`src/rtl/evm_pkg.sv`:
```
// Shared types and constants for the EVM ballot controller.
// Holds the ballot FSM state type and the candidate encodings used on vote_sel.
package evm_pkg;

  typedef enum logic [2:0] {
    IDLE    = 3'd0,
    ARMED   = 3'd1,
    CAST    = 3'd2,
    RELEASE = 3'd3,
    CLOSED  = 3'd4
  } evm_ballot_state_t;

  localparam logic VOTE_SEL_C1 = 1'b0;
  localparam logic VOTE_SEL_C2 = 1'b1;

  function automatic logic is_busy(evm_ballot_state_t s);
    return (s != IDLE) && (s != CLOSED);
  endfunction

endpackage

```
`src/rtl/evm_sat_counter.sv`:
```
// Saturating up-counter: holds at all-ones rather than wrapping.
module evm_sat_counter #(
  parameter int N = 4
) (
  input  logic         clk,
  input  logic         rst,
  input  logic         inc,
  output logic [N-1:0] count
);

  always_ff @(posedge clk or posedge rst) begin
    if (rst)                     count <= '0;
    else if (inc && count != '1) count <= count + N'(1);
  end

endmodule

```
`src/rtl/evm_ballot_ctrl.sv`:
```
// Presiding-officer ballot handshake: issue -> one voter press -> single-cycle vote.
// Define EVM_BALLOT_TIMEOUT_EN to withdraw ballots left unused for TIMEOUT cycles.
module evm_ballot_ctrl
  import evm_pkg::*;
#(
  parameter int N       = 4,
  parameter int TIMEOUT = 8
) (
  input  logic         clk,
  input  logic         rst,
  input  logic         voting_status,
  input  logic         issue,
  input  logic         vote1,
  input  logic         vote2,
  output logic         enable,
  output logic         vote_valid,
  output logic         vote_sel,
  output logic         busy,
  output logic         poll_closed,
  output logic [N-1:0] ballots_issued,
  output logic [N-1:0] spoiled,
  output logic [N-1:0] timeouts
);

  evm_ballot_state_t state, nxt;
  logic issue_q, vote1_q, vote2_q;
  logic issue_e, vote1_e, vote2_e;
  logic inc_issue, inc_spoil, sel_nxt;

  // A level already high in the previous sample is never an edge, so a
  // button held across ballot issue must be released and pressed again.
  assign issue_e = issue & ~issue_q;
  assign vote1_e = vote1 & ~vote1_q;
  assign vote2_e = vote2 & ~vote2_q;

`ifdef EVM_BALLOT_TIMEOUT_EN
  localparam int TW = (TIMEOUT > 2) ? $clog2(TIMEOUT) : 1;
  logic [TW-1:0] timer;
  logic          to_hit, inc_to;

  assign to_hit = (timer == TW'(TIMEOUT - 1));

  // Timer only runs while a ballot is open, so it is zero on every entry.
  always_ff @(posedge clk or posedge rst) begin
    if (rst)                 timer <= '0;
    else if (state != ARMED) timer <= '0;
    else                     timer <= timer + TW'(1);
  end
`endif

  always_comb begin
    nxt       = state;
    inc_issue = 1'b0;
    inc_spoil = 1'b0;
    sel_nxt   = vote_sel;
`ifdef EVM_BALLOT_TIMEOUT_EN
    inc_to    = 1'b0;
`endif
    case (state)
      IDLE: begin
        if (!voting_status) nxt = CLOSED;
        else if (issue_e) begin
          nxt       = ARMED;
          inc_issue = 1'b1;
        end
      end
      ARMED: begin
        if (vote1_e && vote2_e) begin
          nxt       = RELEASE;
          inc_spoil = 1'b1;
        end else if (vote1_e || vote2_e) begin
          nxt     = CAST;
          sel_nxt = vote2_e ? VOTE_SEL_C2 : VOTE_SEL_C1;
        end
`ifdef EVM_BALLOT_TIMEOUT_EN
        else if (to_hit) begin
          nxt    = IDLE;
          inc_to = 1'b1;
        end
`endif
      end
      CAST:    nxt = RELEASE;
      RELEASE: if (!vote1 && !vote2) nxt = IDLE;
      CLOSED:  nxt = CLOSED;
      default: nxt = IDLE;
    endcase
  end

  // Outputs are decoded from the next state so they are true registers.
  always_ff @(posedge clk or posedge rst) begin
    if (rst) begin
      state       <= IDLE;
      issue_q     <= 1'b0;
      vote1_q     <= 1'b0;
      vote2_q     <= 1'b0;
      enable      <= 1'b0;
      vote_valid  <= 1'b0;
      vote_sel    <= 1'b0;
      busy        <= 1'b0;
      poll_closed <= 1'b0;
    end else begin
      state       <= nxt;
      issue_q     <= issue;
      vote1_q     <= vote1;
      vote2_q     <= vote2;
      enable      <= (nxt == ARMED);
      vote_valid  <= (nxt == CAST);
      vote_sel    <= sel_nxt;
      busy        <= is_busy(nxt);
      poll_closed <= (nxt == CLOSED);
    end
  end

  evm_sat_counter #(.N(N)) u_cnt_issued (
    .clk(clk), .rst(rst), .inc(inc_issue), .count(ballots_issued)
  );

  evm_sat_counter #(.N(N)) u_cnt_spoiled (
    .clk(clk), .rst(rst), .inc(inc_spoil), .count(spoiled)
  );

`ifdef EVM_BALLOT_TIMEOUT_EN
  evm_sat_counter #(.N(N)) u_cnt_timeouts (
    .clk(clk), .rst(rst), .inc(inc_to), .count(timeouts)
  );
`else
  assign timeouts = '0;
`endif

endmodule

```
`config.mk`:
```
export PLATFORM = sky130hd
export DESIGN_NAME = evm_ballot_ctrl
export DESIGN_NICKNAME = d
export VERILOG_FILES = /design/src/rtl/evm_pkg.sv /design/src/rtl/evm_sat_counter.sv /design/src/rtl/evm_ballot_ctrl.sv
export SDC_FILE = /design/constraint.sdc
export NUM_CORES = 1
export LEC_CHECK = 0
export CAP_MARGIN = 20
export CELL_PAD_IN_SITES_DETAIL_PLACEMENT = 0
export CELL_PAD_IN_SITES_GLOBAL_PLACEMENT = 1
export CORE_ASPECT_RATIO = 1.2
export CORE_UTILIZATION = 35
export CTS_CLUSTER_SIZE = 20
export DETAILED_ROUTE_END_ITERATION = 7
export GPL_ROUTABILITY_DRIVEN = 0
export PLACE_DENSITY_LB_ADDON = 0.1
export SLEW_MARGIN = 20
export SYNTH_ARGS = -nofsm -noshare
export SYNTH_HDL_FRONTEND = slang
export SYNTH_SLANG_ARGS = --single-unit
```
`constraint.sdc`:
```
create_clock -name clk -period 3.9 [get_ports clk]
set_input_delay 0.78 -clock clk [delete_from_list [all_inputs] [get_ports clk]]
set_output_delay 0.78 -clock clk [all_outputs]
set_load 0.05 [all_outputs]
```
# Yosys cells after proc, flatten, opt, wreduce, memory -nomap -nowiden
# Cells that the tools add are included.
[word_totals] ff_bits=19 latchBits=0 ram_bits=0 mem_bits_ro=0 out_inout_bits=17 memories=0
[classes] addsub=2 multipliers=0 div_mod_pow=0 n_lt_le_gt_ge=0 n_eq_ne=10 shift=0 mux=12 bitwise_logic=7 n_reduce_logical=11
[op_table] cell="3-bit two-way mux" count=5
[op_table] cell="3-bit case mux with 5 select lines" count=1
[op_table] cell="3-bit by 2-bit == test with 1-bit output (second input constant)" count=3
[op_table] cell="4-bit by 1-bit adder with 4-bit output (second input constant)" count=2
[op_table] cell="4-bit != test (second input constant)" count=2
[op_table] cell="3-bit by 1-bit == test with 1-bit output (second input constant)" count=2
[op_table] cell="3-bit == test (second input constant)" count=2
[op_table] cell="1-bit two-way mux" count=6
[op_table] cell="1-bit logical AND" count=5
[op_table] cell="1-bit NOT" count=4
[op_table] cell="1-bit bitwise AND" count=3
[op_table] cell="3-bit logical NOT" count=1
[op_table] cell="3-bit != test (second input constant)" count=1
[op_table] cell="3-bit AND reduction" count=1
[op_table] cell="3-bit nonzero test" count=1
[op_table] cell="1-bit logical NOT" count=2
[op_table] cell="1-bit logical OR" count=1

# Logic depth before layout (Yosys ltp)
[depth] ltp_word=8 depth_mapped=6 mapped_depth_nobuf=6

# Hierarchy
# A second synthesis with hierarchy kept.
[hier_totals] hier_cells=90 hier_area_um2=955.9
[modules_own_cells] module="evm_ballot_ctrl" instances=1 cells_each=48 area_each_um2=528.0 seq_area_each_um2=275.3
[modules_own_cells] module="evm_sat_counter" instances=2 cells_each=21 area_each_um2=214.0 seq_area_each_um2=100.1

# Worst setup path after synthesis
# Ideal clock, no wire load.
[synth_timing] path_kind="input-to-reg" startpoint="input vote2" endpoint="register u_cnt_spoiled.count[3]" setup_time_ns=0.128 t_arrival_ns=1.732 path_slack_ns=2.040 path_stages=6 cell_sequence="nand2b_1 > inv_1 > ha_1 > and4bb_2 > nand4_1 > mux2_1"
[synth_via] elab_chain_cells=5
[synth_rtl] item="from (decl)" line="evm_ballot_ctrl.sv:14" rtl="input logic vote2,"
[synth_rtl] item="1-bit bitwise AND" line="evm_ballot_ctrl.sv:34" rtl="assign vote2_e = vote2 & ~vote2_q;"
[synth_rtl] item="via vote2_e" line="evm_ballot_ctrl.sv:27" rtl="logic issue_e, vote1_e, vote2_e;"
[synth_rtl] item="1-bit logical AND" line="evm_ballot_ctrl.sv:68" rtl="if (vote1_e && vote2_e) begin"
[synth_rtl] item="1-bit two-way mux" line="evm_ballot_ctrl.sv:68"
[synth_rtl] item="1-bit two-way mux" line="evm_ballot_ctrl.sv:59" rtl="case (state)"
[synth_rtl] item="1-bit logical AND" line="evm_sat_counter.sv:13" rtl="else if (inc && count != '1) count <= count + N'(1);"
[synth_rtl] item="to (signal assigned)" line="evm_sat_counter.sv:13"
[synth_rtl] item="to (decl)" line="evm_sat_counter.sv:8" rtl="output logic [N-1:0] count"
# The timed path passes the listed nets, and every way through them passes these cells.
# A chain may end at the register's enable or synchronous reset.

# Worst setup path after layout
[layout_timing] startpoint="register u_cnt_spoiled.count[3]" endpoint="output spoiled[3]"
[layout_rtl] item="to (decl)" line="evm_ballot_ctrl.sv:21" rtl="output logic [N-1:0] spoiled,"
# No word-level cell between the ends.

==> qor.txt <==
status = finished, final reports clean
Initial Utilization = 0.383
slowest stage cell on the critical path = clkdlybuf4s50_1
Detailed Route WL = 1.60 mm
worst min-delay path class = reg -> reg
top cells by area, synth = dfrtp_1 52%, ha_1 5.5%, buf_4 4.1%
Clk Latency, worst-skew pair = 0.30 ns
critical path startpoint category = flop
kind of end point of the critical path = primary output
initial antenna violation count = 0
IO buf count = 18
crit-path cells = clkdlybuf4s50_1
initial DRC count = 11
DP Wirelength = 1.18 mm
Sequential Power Share = 0.469
cell area after layout = 1140 sq um
Comb power frac = 0.339
hold path startpoint = vote_sel
CTS tree = yes
largest net degree at the start of global routing = 20
worst flop-to-flop path startpoint = vote2_q
CORE AREA = 2380 sq um
area delta synth->final = 25.0%
RSZ-0062 raised after global routing = false
Clk network pwr share = 0.192
post-route setup TNS = 0 ns
flops & latches, synth = 19
vias in the first global route = 633
post-route minimum period = 2.34 ns
clk slew on worst S/H paths = 0.11 ns
Total Routing Usage GR = 0.136
Die H = 57.9 um
pre-CTS setup slack = 1.44 ns
max cap viols = 0
multi-input combinational cell area = 390 sq um
H-tree levels = 1
Max VDD drop = 302 uV
Critical Path AT = 1.56 ns
fraction of layout cells with a size suffix above 1 = 0.102
Post-CTS Repair Setup Buffers = 0
CP max FO = 5
wire length of the first global-routing pass = 2.87 mm
CP Buf/Inv Count = 1
Tcrit/Tclk final = 0.601
LEAKAGE = 0.000516 uW
reg-to-reg critical path endpoint = u_cnt_spoiled.count[3]
Power Density = 456 nW/um^2
Ys Warns = 0
# diodes = 0
Resized Gates After CTS = 0
Die ar. = 2810 sq um
I/O Pins = 23
top cell type's share of synthesized area = 0.522
CP max stage delay = 0.83 ns
grt ovf = 0
hold path cells = 1
Worst EP required = 3.12 ns
synthesized instance count = 77
Pwr Total = 520 uW
Pre-antenna DRT Iters = 4
WL/cell = 12.4 um
worst-case clock buffer depth = 2
clk root buf = clkbuf_4
die span in x = 48.6 um
achievable frequency = 427 MHz
fraction of the yosys area taken by sequential cells = 0.522
Pint = 321 uW
endpoints failing setup = 0
Psw = 198 uW
reg2reg setup slack = 2.33 ns
Worst Clk Skew = 0.00810 ns
Final Slew Violations = 0
num rows = 19
DR DRC count = 0
antenna violation net count after detailed routing = 0
Slew @ Worst Pin = 0.735 ns
Worst Hold End = vote_sel
Fin. Hold Viols = 0
Avg Inst Size Synth = 11.8 sq um
area of the mapped netlist = 911 sq um
Num CTS Buffers = 3
vias = 608
critical path type = reg -> out
Sw Share = 0.382
Fillers = 231
CP top delay family = buffers and inverters
leading area contributor after synthesis = dfrtp_1
FF/Latch Area = 475 sq um
cts hold-fix bufs = 0
Setup WS post-layout = 1.56 ns
Yosys cell types = 29
placed inst area = 1110 sq um
Post-Route Utilization = 0.479
Via density = 4.71
clk sinks = 19
relative slew slack = 0.509
Final #Nets = 109
Worst Reg-to-Reg Cells = 6
[how the worst max path moves through the flow]
stage                      startpoint                     end  slack [ns]  cells after the start
2_1_floorplan                   vote2  u_cnt_spoiled.count[3]        2.04                      6
3_3_place_gp                    vote2  u_cnt_spoiled.count[3]        1.46                      7
3_5_place_dp                    vote2  u_cnt_spoiled.count[3]        1.44                      7
4_1_cts         u_cnt_issued.count[0]       ballots_issued[0]        1.54                      1
5_1_grt        u_cnt_spoiled.count[2]              spoiled[2]        1.50                      1
6_report       u_cnt_spoiled.count[3]              spoiled[3]        1.56                      1
[power by group through the flow]
stage / Clock, uW / Combinational [uW] / Sequential, uW
finish: 99.9 / 176 / 244
global route: 111 / 188 / 247
CTS: 104 / 179 / 244
detailed placement: 0 / 178 / 248
global placement: 0 / 177 / 247
floorplan: 0 / 46.6 / 319
[worst reg2reg max path: cells and delay by family, from the launching register on]
kind	cells	cell delay, ns
simple gates	3	0.54
flops	1	0.36
mux	1	0.32
fa+ha+maj	1	0.16
buf+inv	1	0.09
[stage by stage]
stage / hold WS, ns / std cells
after floorplan: 0.530 / 80
after global placement: 0.477 / 125
after detailed placement: 0.494 / 125
after CTS: 0.521 / 129
after global routing: 0.550 / 129
final: 0.513 / 129
[metal layers]
| metal | GRT usage | wire (um) | vias to the layer above |
|---|---|---|---|
| li1 | - | - | 308 |
| met1 | 0.169 | 721 | 287 |
| met2 | 0.225 | 793 | 11 |
| met3 | 0.0236 | 66 | 2 |
| met4 | 0.0756 | 17 | 0 |
| met5 | 0 | 0 | - |
[layout make-up]
type | instances | area share
flip-flops and latches | 19 | 0.418
well taps | 31 | 0.0341
clock buffers | 3 | 0.0198
repair buffers | 19 | 0.165
inverters | 5 | 0.0165
multi-input cells | 51 | 0.343
clock inverters | 1 | 0.00440
[layout by cell type, fill, tap and decap left out, types with 2 or more instances in the layout]
cell	instances
clkbuf_4	3
dfrtp_1	19
o21ai_1	3
clkdlybuf4s50_1	18
ha_1	4
nand2b_1	4
nand2_1	2
nand3_1	2
a21oi_1	4
mux2_1	3
nor2b_1	3
a31oi_1	3
a41oi_1	2
a21boi_0	2
inv_1	5
conb_1	4
xnor2_1	2
[cell usage after synthesis]
cell type and number:
mux2_1 3, o21a_1 1, o21ai_0 1, nor3b_1 1, mux2_4 1, a31oi_1 3, and4bb_2 1, nand4_1 1
a21boi_0 2, nand2_1 2, buf_4 5, conb_1 1, o21ai_1 3, xnor2_1 2, nand2b_1 4, ha_1 4
and3_1 1, nor2_4 1, nand3_1 2, nand3_4 1, dfrtp_1 19, a41oi_1 2, a22oi_1 1, nor4bb_1 1
nand3b_1 1, inv_1 5, nor3b_2 1, nor2b_1 3, a21oi_1 4
[flip-flops by register name, indices dropped and copies added (netlist names)]
register / count
u_cnt_issued.count: 4
u_cnt_spoiled.count: 4
state: 3
busy: 1
enable: 1
issue_q: 1
poll_closed: 1
vote1_q: 1
vote2_q: 1
vote_sel: 1
vote_valid: 1
[logic make-up (layout without fill, tap and decap cells)]
group | after synthesis | count (layout) | synth area share
compound gates | 17 | 17 | 0.117
xor+xnor | 2 | 2 | 0.0192
fa+ha+maj | 4 | 4 | 0.0549
buf+inv | 10 | 28 | 0.0618
flops | 19 | 19 | 0.522
mux | 4 | 4 | 0.0536
other cells | 1 | 4 | 0.00412
simple gates | 20 | 20 | 0.168
(Power assumes the default switching activity.)
